==> src/rtl/rr_mem_arbiter.sv <==
// Round-robin arbiter that funnels N_PORTS single-beat memory requests onto one
// downstream bus, with an optional wait timeout that completes the request with an error.
module rr_mem_arbiter #(
  parameter int N_PORTS = 4,
  parameter int ADDR_W  = 32,
  parameter int DATA_W  = 32,
  parameter int TIMEOUT = 255,
  localparam int STRB_W    = DATA_W / 8,
  localparam int PORT_BITS = (N_PORTS > 1) ? $clog2(N_PORTS) : 1
) (
  input  logic                        clk,
  input  logic                        resetn,
  input  logic [N_PORTS-1:0]          req_valid,
  input  logic [N_PORTS*ADDR_W-1:0]   req_addr,
  input  logic [N_PORTS*DATA_W-1:0]   req_wdata,
  input  logic [N_PORTS*STRB_W-1:0]   req_wstrb,
  output logic [N_PORTS-1:0]          req_ack,
  output logic [N_PORTS-1:0]          req_err,
  output logic [DATA_W-1:0]           rsp_rdata,
  output logic                        bus_valid,
  output logic [ADDR_W-1:0]           bus_addr,
  output logic [DATA_W-1:0]           bus_wdata,
  output logic [STRB_W-1:0]           bus_wstrb,
  input  logic                        bus_ready,
  input  logic [DATA_W-1:0]           bus_rdata,
  output logic [PORT_BITS-1:0]        grant_id,
  output logic                        busy,
  output logic [1:0]                  dbg_state
);

  // Handshake: a port holds req_valid (and its fields) until it sees its one-cycle
  // req_ack; downstream, bus_valid and bus_* stay constant until a one-cycle bus_ready.
  localparam logic [1:0] S_IDLE = 2'd0;
  localparam logic [1:0] S_WAIT = 2'd1;
  localparam logic [1:0] S_ACK  = 2'd2;

  localparam int CNT_W = (TIMEOUT < 1) ? 1 : $clog2(TIMEOUT + 1);
  localparam logic [CNT_W-1:0] CNT_MAX = '1;
  localparam logic [CNT_W-1:0] TO_LAST = (TIMEOUT == 0) ? '0 : CNT_W'(TIMEOUT - 1);

  logic [1:0]           r_state;
  logic [PORT_BITS-1:0] r_last;
  logic [PORT_BITS-1:0] r_grant;
  logic [CNT_W-1:0]     r_cnt;
  logic                 r_bus_valid;
  logic [ADDR_W-1:0]    r_bus_addr;
  logic [DATA_W-1:0]    r_bus_wdata;
  logic [STRB_W-1:0]    r_bus_wstrb;
  logic [DATA_W-1:0]    r_rdata;
  logic [N_PORTS-1:0]   r_ack;
  logic [N_PORTS-1:0]   r_err;

  logic                 w_found;
  logic [PORT_BITS-1:0] w_sel;
  int                   w_idx;
  logic [N_PORTS-1:0]   w_shift;
  logic [ADDR_W-1:0]    w_addr;
  logic [DATA_W-1:0]    w_wdata;
  logic [STRB_W-1:0]    w_wstrb;
  logic [N_PORTS-1:0]   w_grant_oh;
  logic                 w_timeout;

  // Scan starts one past the last served port so every requester is reached within N_PORTS grants.
  always_comb begin
    w_found = 1'b0;
    w_sel   = '0;
    w_idx   = 0;
    w_shift = '0;
    for (int i = 1; i <= N_PORTS; i++) begin
      w_idx = int'(r_last) + i;
      if (w_idx >= N_PORTS) w_idx = w_idx - N_PORTS;
      w_shift = req_valid >> w_idx;
      if (!w_found && w_shift[0]) begin
        w_found = 1'b1;
        w_sel   = PORT_BITS'(w_idx);
      end
    end
  end

  always_comb begin
    w_addr  = '0;
    w_wdata = '0;
    w_wstrb = '0;
    for (int p = 0; p < N_PORTS; p++) begin
      if (w_sel == PORT_BITS'(p)) begin
        w_addr  = req_addr[p*ADDR_W +: ADDR_W];
        w_wdata = req_wdata[p*DATA_W +: DATA_W];
        w_wstrb = req_wstrb[p*STRB_W +: STRB_W];
      end
    end
  end

  always_comb begin
    w_grant_oh = '0;
    for (int p = 0; p < N_PORTS; p++) begin
      w_grant_oh[p] = (r_grant == PORT_BITS'(p));
    end
  end

  assign w_timeout = (TIMEOUT != 0) && (r_cnt == TO_LAST);

  always_ff @(posedge clk or negedge resetn) begin
    if (!resetn) begin
      r_state     <= S_IDLE;
      r_last      <= PORT_BITS'(N_PORTS - 1);
      r_grant     <= '0;
      r_cnt       <= '0;
      r_bus_valid <= 1'b0;
      r_bus_addr  <= '0;
      r_bus_wdata <= '0;
      r_bus_wstrb <= '0;
      r_rdata     <= '0;
      r_ack       <= '0;
      r_err       <= '0;
    end else begin
      case (r_state)
        S_IDLE: begin
          if (w_found) begin
            r_bus_valid <= 1'b1;
            r_bus_addr  <= w_addr;
            r_bus_wdata <= w_wdata;
            r_bus_wstrb <= w_wstrb;
            r_grant     <= w_sel;
            r_cnt       <= '0;
            r_state     <= S_WAIT;
          end
        end
        S_WAIT: begin
          // bus_ready takes priority over a coincident timeout.
          if (bus_ready) begin
            r_bus_valid <= 1'b0;
            r_rdata     <= bus_rdata;
            r_ack       <= w_grant_oh;
            r_last      <= r_grant;
            r_state     <= S_ACK;
          end else if (w_timeout) begin
            r_bus_valid <= 1'b0;
            r_rdata     <= '0;
            r_ack       <= w_grant_oh;
            r_err       <= w_grant_oh;
            r_last      <= r_grant;
            r_state     <= S_ACK;
          end else if (r_cnt != CNT_MAX) begin
            r_cnt <= r_cnt + CNT_W'(1);
          end
        end
        S_ACK: begin
          r_ack   <= '0;
          r_err   <= '0;
          r_state <= S_IDLE;
        end
        default: r_state <= S_IDLE;
      endcase
    end
  end

  assign req_ack   = r_ack;
  assign req_err   = r_err;
  assign rsp_rdata = r_rdata;
  assign bus_valid = r_bus_valid;
  assign bus_addr  = r_bus_addr;
  assign bus_wdata = r_bus_wdata;
  assign bus_wstrb = r_bus_wstrb;
  assign grant_id  = r_grant;
  assign busy      = (r_state != S_IDLE);
  assign dbg_state = r_state;

endmodule

==> config.mk <==
export PLATFORM = sky130hd
export DESIGN_NAME = rr_mem_arbiter
export DESIGN_NICKNAME = d
export VERILOG_FILES = /design/src/rtl/rr_mem_arbiter.sv
export SDC_FILE = /design/constraint.sdc
export NUM_CORES = 1
export LEC_CHECK = 0
export CAP_MARGIN = 5
export CORE_AREA = 2 2 163 165
export CTS_CLUSTER_DIAMETER = 60
export DETAILED_ROUTE_END_ITERATION = 6
export DIE_AREA = 0 0 165 167
export HOLD_SLACK_MARGIN = 0.15
export PLACE_DENSITY = 0.69
export SLEW_MARGIN = 30
export SYNTH_ARGS = -nofsm -noshare
export SYNTH_HDL_FRONTEND = slang
export SYNTH_SLANG_ARGS = --single-unit
==> constraint.sdc <==
create_clock -name clk -period 3.6 [get_ports clk]
set_clock_uncertainty 0.15 [all_clocks]
set_input_delay 1.08 -clock clk [delete_from_list [all_inputs] [get_ports clk]]
set_output_delay 1.08 -clock clk [all_outputs]
set_load 0.02 [all_outputs]
==> results of run 1 <==
==> worst paths after layout <==
kind	cells past startpoint	slack [ns]	start	endpoint
min in group asynchronous	1	0.43	resetn	rsp_rdata[9]
min reg2reg	2	0.34	bus_addr[12]	bus_addr[12]
min	2	0.34	bus_addr[12]	bus_addr[12]
max	3	0.31	dbg_state[0]	busy
max in group asynchronous	2	1.99	resetn	bus_addr[30]
max reg2reg	10	0.50	r_last[0]	bus_wdata[12]
==> power breakdown <==
part           switching, uW  leakage (uW)  total [uW]  internal [uW]
clock network            708      0.000260        1660            956
registers                446       0.00154        2510           2060
logic                   4520       0.00347        9060           4540
==> cells by family (layout without fill, tap and decap cells) <==
family	Yosys count	in the layout
compound gates	141	141
xor+xnor	3	3
fa+ha+maj	7	7
buf+inv	57	513
flops	123	123
mux	144	144
other cells	0	2
simple gates	128	128
==> per-layer routing <==
layer,GRT usage (%),vias to the layer above,part of all wire (%)
li1,-,3200,-
met1,23.2,3313,39
met2,35.5,306,50
met3,5.75,38,8.3
met4,6.58,2,2.3
met5,0,-,0.042
==> layout make-up <==
cell class / count / area [sq um]
Timing Repair Buffer: 473 / 4860
Clock inverter: 13 / 123
Fill cell: 2335 / 13000
Tap cell: 335 / 419
Clock buffer: 19 / 433
Antenna cell: 2 / 5.00
Sequential cell: 123 / 3080
Multi-Input combinational cell: 423 / 3840
Inverter: 8 / 30.0
==> worst max-delay path, stage by stage, from the launching register on <==
cell and delay [ns]:
dfrtp_1 0.47, nor2_1 0.40, inv_1 0.20, clkdlybuf4s50_1 0.58
==> flip-flops by register name (all words and copies together) (netlist names) <==
signal,flops
bus_valid,1
r_last,2
bus_wdata,32
req_ack,4
grant_id,2
bus_wstrb,4
dbg_state,2
r_cnt,8
req_err,4
bus_addr,32
rsp_rdata,32
==> through the flow <==
stage,setup TNS (ns),hold WS (ns),util [%],total power (uW)
CTS,0,0.343,49.6,13400
global route,0,0.358,49.6,14000
finish,0,0.337,49.6,13200
floorplan,0,0.347,-,8660
detailed placement,-1.08,0.321,47.5,11700
global placement,-0.0264,0.314,47.5,11600
==> cells in the mapped netlist, types with 4 or more instances <==
cell type / instances / area (sq um)
buf_12: 10 / 200
mux2i_1: 138 / 1380
buf_4: 6 / 45.0
nand3_1: 4 / 20.0
buf_6: 4 / 45.0
inv_1: 8 / 30.0
a22o_1: 32 / 280
buf_1: 4 / 15.0
ha_1: 7 / 87.6
buf_8: 6 / 90.1
nor2_1: 11 / 41.3
dfrtp_1: 121 / 3030
o21ai_0: 7 / 35.0
clkbuf_1: 7 / 26.3
o221ai_2: 68 / 1020
nor2b_1: 4 / 25.0
nand2_1: 84 / 315
a21oi_1: 9 / 45.0
buf_2: 11 / 55.1
==> flow_metrics.tcl, run 1 <==
set metrics [dict create \
    final_cell_mix "clkdlybuf4s50_1, mux2i_1, dfrtp_1" \
    finalNetCount 1364 \
    cts-hold-fix-buffers 0 \
    ys_ff_latch 123 \
    min_period_ns 3.29 \
    layout_commonest_cell "clkdlybuf4s50_1" \
    rows 59 \
    syn_area_sq_um 7420 \
    cts_buffer_depth 2 \
    cts_setup_buffers 0 \
    critical_path.startpoint_type "flip-flop" \
    hold_class "reg2reg" \
    portBuffers 424 \
    grt_max_degree 63 \
    avgSynthCellArea_sq_um 12.3 \
    dp_hpwl_um 22000 \
    initial_core_util_pct 28.8 \
    rsz0062_at_grt "no" \
    drv_slew 0 \
    grt_pass1_vias 7203 \
    irDropWorstVdd_mv 0.485 \
    cts.sinks 123 \
    synth_top_family_by_area "compound AO/OA/AOI/OAI gates" \
    syn_nets 921 \
    post-route-period-util_pct 91.5 \
    root_buffer "clkbuf_16" \
    synthSimpleGateAreaFrac_pct 7.99 \
    cts_resized 0 \
    place_area_sq_um 12200 \
    wl_per_cell_um 20.4 \
    worstPathMaxFanout 8 \
    synth.distinct_cells 59 \
    final_cells 1396 \
    htree_levels 4 \
    dr_total_vias 6859 \
    wirelength_um 28400 \
    synth-edff-count 0 \
    max_freq_mhz 304 \
    tightest_slew_ns 0.849 \
    crit_required_ns 2.37 \
    ios 425 \
    synth_fa_ha_area_share_pct 1.18 \
    place_ws_ns -0.0815 \
    dr.pass1.iters 4 \
    cts_tree "built" \
    crit_arrival_ns 2.06 \
    hold_viol 0 \
    postSynthCellCount 603 \
    overflow 0 \
    grt_pass1_wl_um 42100 \
    final_area_sq_um 12800 \
    fin_ws_ns 0.307 \
    drcViolationCount 0 \
    drt_iter0_drc 327 \
    maxSlewHeadroom_pct 43.4 \
    die_w_um 165 \
    fp.coreArea_sq_um 25800 \
    die_h_um 167 \
    synthArstFlopShare_pct 100 \
    setup_viol 0 \
    clk_latency_ns 0.41 \
    vias_per_cell 4.91 \
    antenna_found_initial 3 \
    crit_type "reg2out" \
    status "completed" \
    synthToLayoutAreaGrowth_pct 72.4 \
    seq_area_frac_synth_pct 41.5 \
    placed_cells 1362 \
    ant_nets 0 \
    power_density_nw_per_um2 1030 \
    gp_congestion 0.858 \
    power.leakage_uw 0.00527 \
    critPathCaptureType "output pin" \
    ys.warnings.count 0 \
    cts_made_buffers 17 \
    clk_pin_slew_ns 0.06 \
    drive_gt1_share_pct 16.5 \
    muxShareOfSynthArea_pct 20.0 \
    cap_violations 0 \
    synth_compound_area_share_pct 21.9 \
    die-area_sq_um 27600 \
    synth_xor_xnor_area_share_pct 0.354 \
    grt_usage_pct 20.1 \
    synth-main-ff-cell "dfrtp_1" \
]
(Power assumes the default switching activity.)
==> inputs of run 2 (changes only) <==
Settings changed: GPL_ROUTABILITY_DRIVEN set to 1.
==> results of run 2 <==
Final layout, timing and power as in run 1 (identical DEF).
